==> src/rtl/inert_pkg.sv <==
// rtl/inert_pkg.sv - states and SPI command words for the inertial command sequencer
package inert_pkg;

  typedef enum logic [2:0] {
    INIT_WAIT = 3'd0,
    INIT1     = 3'd1,
    INIT2     = 3'd2,
    INIT3     = 3'd3,
    WAIT_INT  = 3'd4,
    RD_YAWL   = 3'd5,
    RD_YAWH   = 3'd6
  } inert_state_t;

  // Command word: [15]=R/nW, [14:8]=register address, [7:0]=write data
  localparam logic [15:0] INIT1_CMD   = 16'h0D02;
  localparam logic [15:0] INIT2_CMD   = 16'h1160;
  localparam logic [15:0] INIT3_CMD   = 16'h1440;
  localparam logic [15:0] RD_YAWL_CMD = 16'hA600;
  localparam logic [15:0] RD_YAWH_CMD = 16'hA700;

endpackage

==> src/rtl/inert_int_sync.sv <==
// rtl/inert_int_sync.sv - INT two-flop synchronizer and done rising-edge detector
module inert_int_sync (
  input  logic clk,
  input  logic rst_n,
  input  logic int_async,
  input  logic done,
  output logic int_sync,
  output logic done_rise
);

  logic int_meta;
  logic done_q;

  always_ff @(posedge clk or negedge rst_n) begin
    if (!rst_n) begin
      int_meta <= 1'b0;
      int_sync <= 1'b0;
      done_q   <= 1'b0;
    end else begin
      int_meta <= int_async;
      int_sync <= int_meta;
      done_q   <= done;
    end
  end

  // A done left high from the previous transaction never produces a rise.
  assign done_rise = done & ~done_q;

endmodule

==> src/rtl/inert_cmd_seq.sv <==
// rtl/inert_cmd_seq.sv - gyro power-up config writes, then yaw-rate read pair per INT
module inert_cmd_seq
  import inert_pkg::*;
#(
  parameter int INIT_WAIT_BITS = 16
) (
  input  logic        clk,
  input  logic        rst_n,
  input  logic        INT,
  input  logic        done,
  input  logic [15:0] rd_data,
  output logic        wrt,
  output logic [15:0] cmd,
  output logic [15:0] yaw_rt,
  output logic        vld,
  output logic        init_done
);

  inert_state_t              state, nxt_state;
  logic [INIT_WAIT_BITS-1:0] timer;
  logic [7:0]                yaw_l, nxt_yaw_l;
  logic                      nxt_wrt, nxt_vld, nxt_init_done;
  logic [15:0]               nxt_cmd, nxt_yaw_rt;
  logic                      int_sync, done_rise;
  logic                      timer_full;
  logic                      unused_rd_hi;

  assign unused_rd_hi = ^rd_data[15:8];
  assign timer_full   = &timer;

  inert_int_sync u_sync (
    .clk       (clk),
    .rst_n     (rst_n),
    .int_async (INT),
    .done      (done),
    .int_sync  (int_sync),
    .done_rise (done_rise)
  );

  always_ff @(posedge clk or negedge rst_n) begin
    if (!rst_n) begin
      state     <= INIT_WAIT;
      timer     <= '0;
      yaw_l     <= 8'h00;
      wrt       <= 1'b0;
      cmd       <= 16'h0000;
      yaw_rt    <= 16'h0000;
      vld       <= 1'b0;
      init_done <= 1'b0;
    end else begin
      state     <= nxt_state;
      yaw_l     <= nxt_yaw_l;
      wrt       <= nxt_wrt;
      cmd       <= nxt_cmd;
      yaw_rt    <= nxt_yaw_rt;
      vld       <= nxt_vld;
      init_done <= nxt_init_done;
      // Saturating power-up timer; frozen once the config sequence starts.
      if (state == INIT_WAIT && !timer_full)
        timer <= timer + {{(INIT_WAIT_BITS-1){1'b0}}, 1'b1};
    end
  end

  always_comb begin
    nxt_state     = state;
    nxt_yaw_l     = yaw_l;
    nxt_wrt       = 1'b0;
    nxt_cmd       = cmd;
    nxt_yaw_rt    = yaw_rt;
    nxt_vld       = 1'b0;
    nxt_init_done = init_done;
    case (state)
      INIT_WAIT: if (timer_full) begin
        nxt_wrt   = 1'b1;
        nxt_cmd   = INIT1_CMD;
        nxt_state = INIT1;
      end
      INIT1: if (done_rise) begin
        nxt_wrt   = 1'b1;
        nxt_cmd   = INIT2_CMD;
        nxt_state = INIT2;
      end
      INIT2: if (done_rise) begin
        nxt_wrt   = 1'b1;
        nxt_cmd   = INIT3_CMD;
        nxt_state = INIT3;
      end
      INIT3: if (done_rise) begin
        nxt_init_done = 1'b1;
        nxt_state     = WAIT_INT;
      end
      WAIT_INT: if (int_sync) begin
        nxt_wrt   = 1'b1;
        nxt_cmd   = RD_YAWL_CMD;
        nxt_state = RD_YAWL;
      end
      RD_YAWL: if (done_rise) begin
        nxt_yaw_l = rd_data[7:0];
        nxt_wrt   = 1'b1;
        nxt_cmd   = RD_YAWH_CMD;
        nxt_state = RD_YAWH;
      end
      // Both bytes land in yaw_rt together so a torn value is never visible.
      RD_YAWH: if (done_rise) begin
        nxt_yaw_rt = {rd_data[7:0], yaw_l};
        nxt_vld    = 1'b1;
        nxt_state  = WAIT_INT;
      end
      default: nxt_state = INIT_WAIT;
    endcase
  end

endmodule

==> config.mk <==
export PLATFORM = sky130hd
export DESIGN_NAME = inert_cmd_seq
export DESIGN_NICKNAME = d
export VERILOG_FILES = /design/src/rtl/inert_pkg.sv /design/src/rtl/inert_int_sync.sv /design/src/rtl/inert_cmd_seq.sv
export SDC_FILE = /design/constraint.sdc
export NUM_CORES = 1
export LEC_CHECK = 0
export ABC_AREA = 1
export BUFFER_PORTS_ARGS = -buffer_cell sky130_fd_sc_hd__buf_2
export CORE_MARGIN = 3
export CORE_UTILIZATION = 40
export CTS_CLUSTER_SIZE = 12
export DETAILED_ROUTE_END_ITERATION = 10
export PLACE_DENSITY = 0.72
export SLEW_MARGIN = 20
export SYNTH_ARGS = -nofsm -noshare
export SYNTH_HDL_FRONTEND = slang
export SYNTH_SLANG_ARGS = --single-unit
export TNS_END_PERCENT = 30
==> constraint.sdc <==
create_clock -name clk -period 2 [get_ports clk]
set_clock_uncertainty 0.2 [all_clocks]
set_input_delay 0.3 -clock clk [delete_from_list [all_inputs] [get_ports clk]]
set_output_delay 0.3 -clock clk [all_outputs]
set_load 0.01 [all_outputs]
Yosys cells after proc, flatten, opt, wreduce, memory -nomap -nowiden:

Index checks and enable logic that the tools add are counted.

* $add $sub $neg: 1
* bitwise operators: 2
* reduce and logical (&&, ||, !) cells: 12
* multiplexer cells: 18
* eq/ne operators: 12

Operator list (count)
* 16-bit 2-to-1 mux: 5
* 16-bit one-hot mux with 5 select lines: 1
* 3-bit 2-to-1 mux: 6
* 3-bit one-hot mux with 6 select lines: 1
* 16-bit by 1-bit adder with 16-bit output (second input constant): 1
* 16-bit AND reduction: 1
* 6-bit AND reduction: 2
* 3-bit == test (second input constant): 3
* 2-bit != test (second input constant): 4
* 3-bit by 2-bit == test with 1-bit output (second input constant): 2
* 2-bit AND reduction: 3
* 5-bit nonzero test: 1
* 1-bit 2-to-1 mux: 4
* 2-bit by 1-bit != test with 1-bit output (second input constant): 2
* 3-bit by 1-bit == test with 1-bit output (second input constant): 1
* 3-bit zero test: 1
* 1-bit one-hot mux with 3 select lines: 1
* 3-bit OR reduction: 1
* 2-bit OR reduction: 1
* 1-bit bitwise AND: 1
* 1-bit logical AND: 1
* 1-bit zero test: 1
* 1-bit NOT: 1

* register bits after elaboration: 65
* input port bits: 20
* word-level logic and storage cells: 56

Longest topological paths before layout:

* depth after elaboration: 4
* gate-level depth with buffers: 9

Cells and area by module:

A second synthesis with hierarchy kept.

* cells, all modules: 310
* area, all modules: 2595.0 um^2

By module, submodules not included
* inert_cmd_seq: times used 1, cells each 305, area each 2509.9 um^2
* inert_int_sync: times used 1, cells each 5, area each 85.1 um^2

Least setup slack after synthesis:

Ideal clock, no wire load.

* kind: flip-flop to flip-flop
* start: register timer[0]
* end: register timer[13]
* slack: 0.356 ns
* arrival time: 1.378 ns
* library setup time: 0.066 ns
* cell stages (with the launch flop): 10
* path through: dfrtp_1 -> ha_1 -> inv_1 -> nor2_4 -> nand2_4 -> nor2_4 -> nor2_4 -> buf_6 -> nand4_1 -> nand2_1

* word-level cells in the longest chain between the ends: 3

RTL lines
* start: declaration: RTL line inert_cmd_seq.sv:20 `logic [INIT_WAIT_BITS-1:0] timer;`
* start signal: assignment: RTL line inert_cmd_seq.sv:60 `timer <= timer + {{(INIT_WAIT_BITS-1){1'b0}}, 1'b1};`
* branches (longest 3 deep; another with 16-bit by 1-bit adder with 16-bit output)

Several ways; the timed one is not identified.
A chain may end at the register's enable or synchronous reset.

Worst setup path after layout:

* start: input done
* end: register yaw_rt[7]

* word-level cells in the longest chain between the ends: 2

RTL lines
* start: declaration: RTL line inert_cmd_seq.sv:10 `input logic done,`
* 1-bit bitwise AND: RTL line inert_int_sync.sv:27 `assign done_rise = done & ~done_q;`
* 2-bit AND reduction (no line)
* end signal: assignment: RTL line inert_cmd_seq.sv:55 `yaw_rt <= nxt_yaw_rt;`
* end: declaration: RTL line inert_cmd_seq.sv:14 `output logic [15:0] yaw_rt,`

Every way passes these cells.

==> metrics.csv <==
metric,value,unit
fp.dieH,86.7,um
io_buffers,40,
synth_top_area_share,0.528,
firstDrtPassIters,4,
synthTopCellsByArea,"dfrtp_1, nand2_1, mux2_2",
yosysWarnings,0,
fin_crit,1840,ps
cts_tree,yes,
worstSetupPathType,in -> reg,
grt_first_pass_wirelength,8080,um
ys_async_sr_fraction,1.00,
grt_pass1_vias,1841,
powerDensity,1180,nW/um2
synth_area,2600,um2
clk_latency,310,ps
cts_num_sinks,55,
gp_congestion,0.811,
cts_buffers,5,
cts_max_level,2,
p_sw,1.29,mW
syn_avg_cell_area,9.11,um2
p_total,3.51,mW
hpwl,3300,um
antenna_cells,0,
grt_max_degree,56,
fin_setup_tns,0,ps
irDropWorstVdd,0.576,mV
avgRoutedWirePerCell,11.3,um
startpoint_type,input port,
floorplan.initialDensity,0.427,
path_max_fanout,24,
core,6100,um2
area_growth,13.9,%
endpoint_kind,register,
reg2reg_setup_slack,230,ps
p_seq_frac,0.472,
grt_setup_unrepaired,no,
leakagePower,1.54,nW
yosys.area.top_type,dfrtp_1,
nNetsFinal,352,
synth_ff_type,dfrtp_1,
routed-via-count,1955,
clkTransAtPathRegs,90,ps
overflow,0,
avgViaCountPerCell,4.80,
cts_setup_buffers,0,
synth_common_cells,"nand2_1, dfrtp_1, inv_1, nor2_1, nand3_1",
clockRootBuffer,clkbuf_8,
drtIter0Drc,77,
power.internal,2.22,mW
yosysMostFrequentCell,nand2_1,
cts_resized,0,
syn_inst,286,
grt_usage,0.135,
holdCritPathClass,in -> reg,
clockPowerShare,0.170,
crit_arrival,1840,ps
setup_viol,0,
synth-edff-count,0,
finalHoldViolations,0,
max_freq,0.544,GHz
die_area,7520,um2
io_pins,55,
drv_slew,0,
p_sw_frac,0.368,
combPwrFrac,0.358,
post-route-period-util,0.920,
cp.required,2000,ps
drive_above_1_share,0.238,
drc_errors,0,
clk_path_buf_depth,2,
wl,4580,um
antenna_left,0,
drv_cap,0,
die_w,86.7,um
post_synth_num_cell_types,27,
synth.ff_latch_count,55,
status,"complete, no violations",
antenna_found_initial,0,
holdBufCountCts,3,
yosysSeqAreaShare,0.528,
rows,28,
==> power groups by stage <==
stage	logic (mW)	clock network [mW]	registers, mW
after global placement	1.23	0	1.66
after CTS	1.28	0.623	1.66
after floorplan	0.835	0	1.73
after global routing	1.43	0.664	1.70
after detailed placement	1.27	0	1.68
final	1.25	0.596	1.66
==> through the flow <==
step,util,setup WS [ps],hold WS (ps),instance area [um2],instances
final,0.487,161,12.6,2970,407
after global routing,0.487,56.4,11.3,2970,407
after CTS,0.487,178,2.65,2970,407
after detailed placement,0.468,244,122,2850,396
after global placement,0.468,266,119,2850,396
after floorplan,-,356,-196,2620,291
==> state kept, by name, indices dropped and copies added, names as in the netlist, 3 cells and up <==
signal and cells:
state 3, cmd 6, yaw_l 8, timer 16, yaw_rt 16
==> cell type report <==
| type | instances | area, um2 |
|---|---|---|
| Clock buffer | 6 | 72.6 |
| Multi-Input combinational cell | 194 | 1010 |
| Clock inverter | 2 | 12.5 |
| Tap cell | 75 | 93.8 |
| Inverter | 26 | 97.6 |
| Timing Repair Buffer | 49 | 300 |
| Sequential cell | 55 | 1380 |
| Fill cell | 583 | 3130 |
==> cells by family after synthesis <==
group / count (synthesis) / share of synthesized area
xor+xnor: 7 / 0.0235
flops: 55 / 0.528
fa+ha+maj: 1 / 0.00480
other cells: 1 / 0.00144
compound gates: 23 / 0.0509
mux: 10 / 0.0432
buf+inv: 42 / 0.0893
simple gates: 147 / 0.258
==> placed cells by master, fill, tap and decap left out, drive strengths merged <==
master | netlist | final
inv | 26 | 26
dlygate4sd3 | 0 | 3
buf | 16 | 46
nand4 | 5 | 5
nand3b | 4 | 4
nor2 | 27 | 27
clkbuf | 0 | 6
nor3 | 2 | 2
a21oi | 8 | 8
nand3 | 15 | 15
a21boi | 1 | 1
clkinv | 0 | 1
mux2 | 10 | 10
o21a | 1 | 1
ha | 1 | 1
dfrtp | 55 | 55
or2 | 1 | 1
xor2 | 3 | 3
nand2 | 93 | 93
conb | 1 | 6
clkinvlp | 0 | 1
o21ai | 13 | 13
xnor2 | 4 | 4
==> critical path, cell delays in order <==
cell and delay, ps:
dlygate4sd3_1 530, buf_2 110, nand2_1 170, nor2_2 200
buf_12 180, mux2_2 350
==> final timing paths <==
| check | startpoint | end | cells after the start |
|---|---|---|---|
| worst min register to register | u_sync.int_meta$_DFF_PN0_ | u_sync.int_sync$_DFF_PN0_ | 0 |
| worst max register to register | timer[0]$_DFFE_PN0P_ | timer[0]$_DFFE_PN0P_ | 8 |
| worst max-delay path | done | yaw_rt[7]$_DFFE_PN0P_ | 6 |
| min in group asynchronous | rst_n | yaw_rt[11]$_DFFE_PN0P_ | 3 |
| worst min-delay path | rd_data[2] | yaw_l[2]$_DFFE_PN0P_ | 3 |
| max in group asynchronous | rst_n | cmd[12]$_DFFE_PN0P_ | 3 |
==> routing by layer <==
metal / up-vias / global-route usage / routed length (um)
li1: 973 / - / -
met1: 935 / 0.167 / 2120
met2: 39 / 0.227 / 2210
met5: - / 0 / 0
met3: 8 / 0.0257 / 162
met4: 0 / 0.0595 / 88
(Power assumes the default switching activity.)
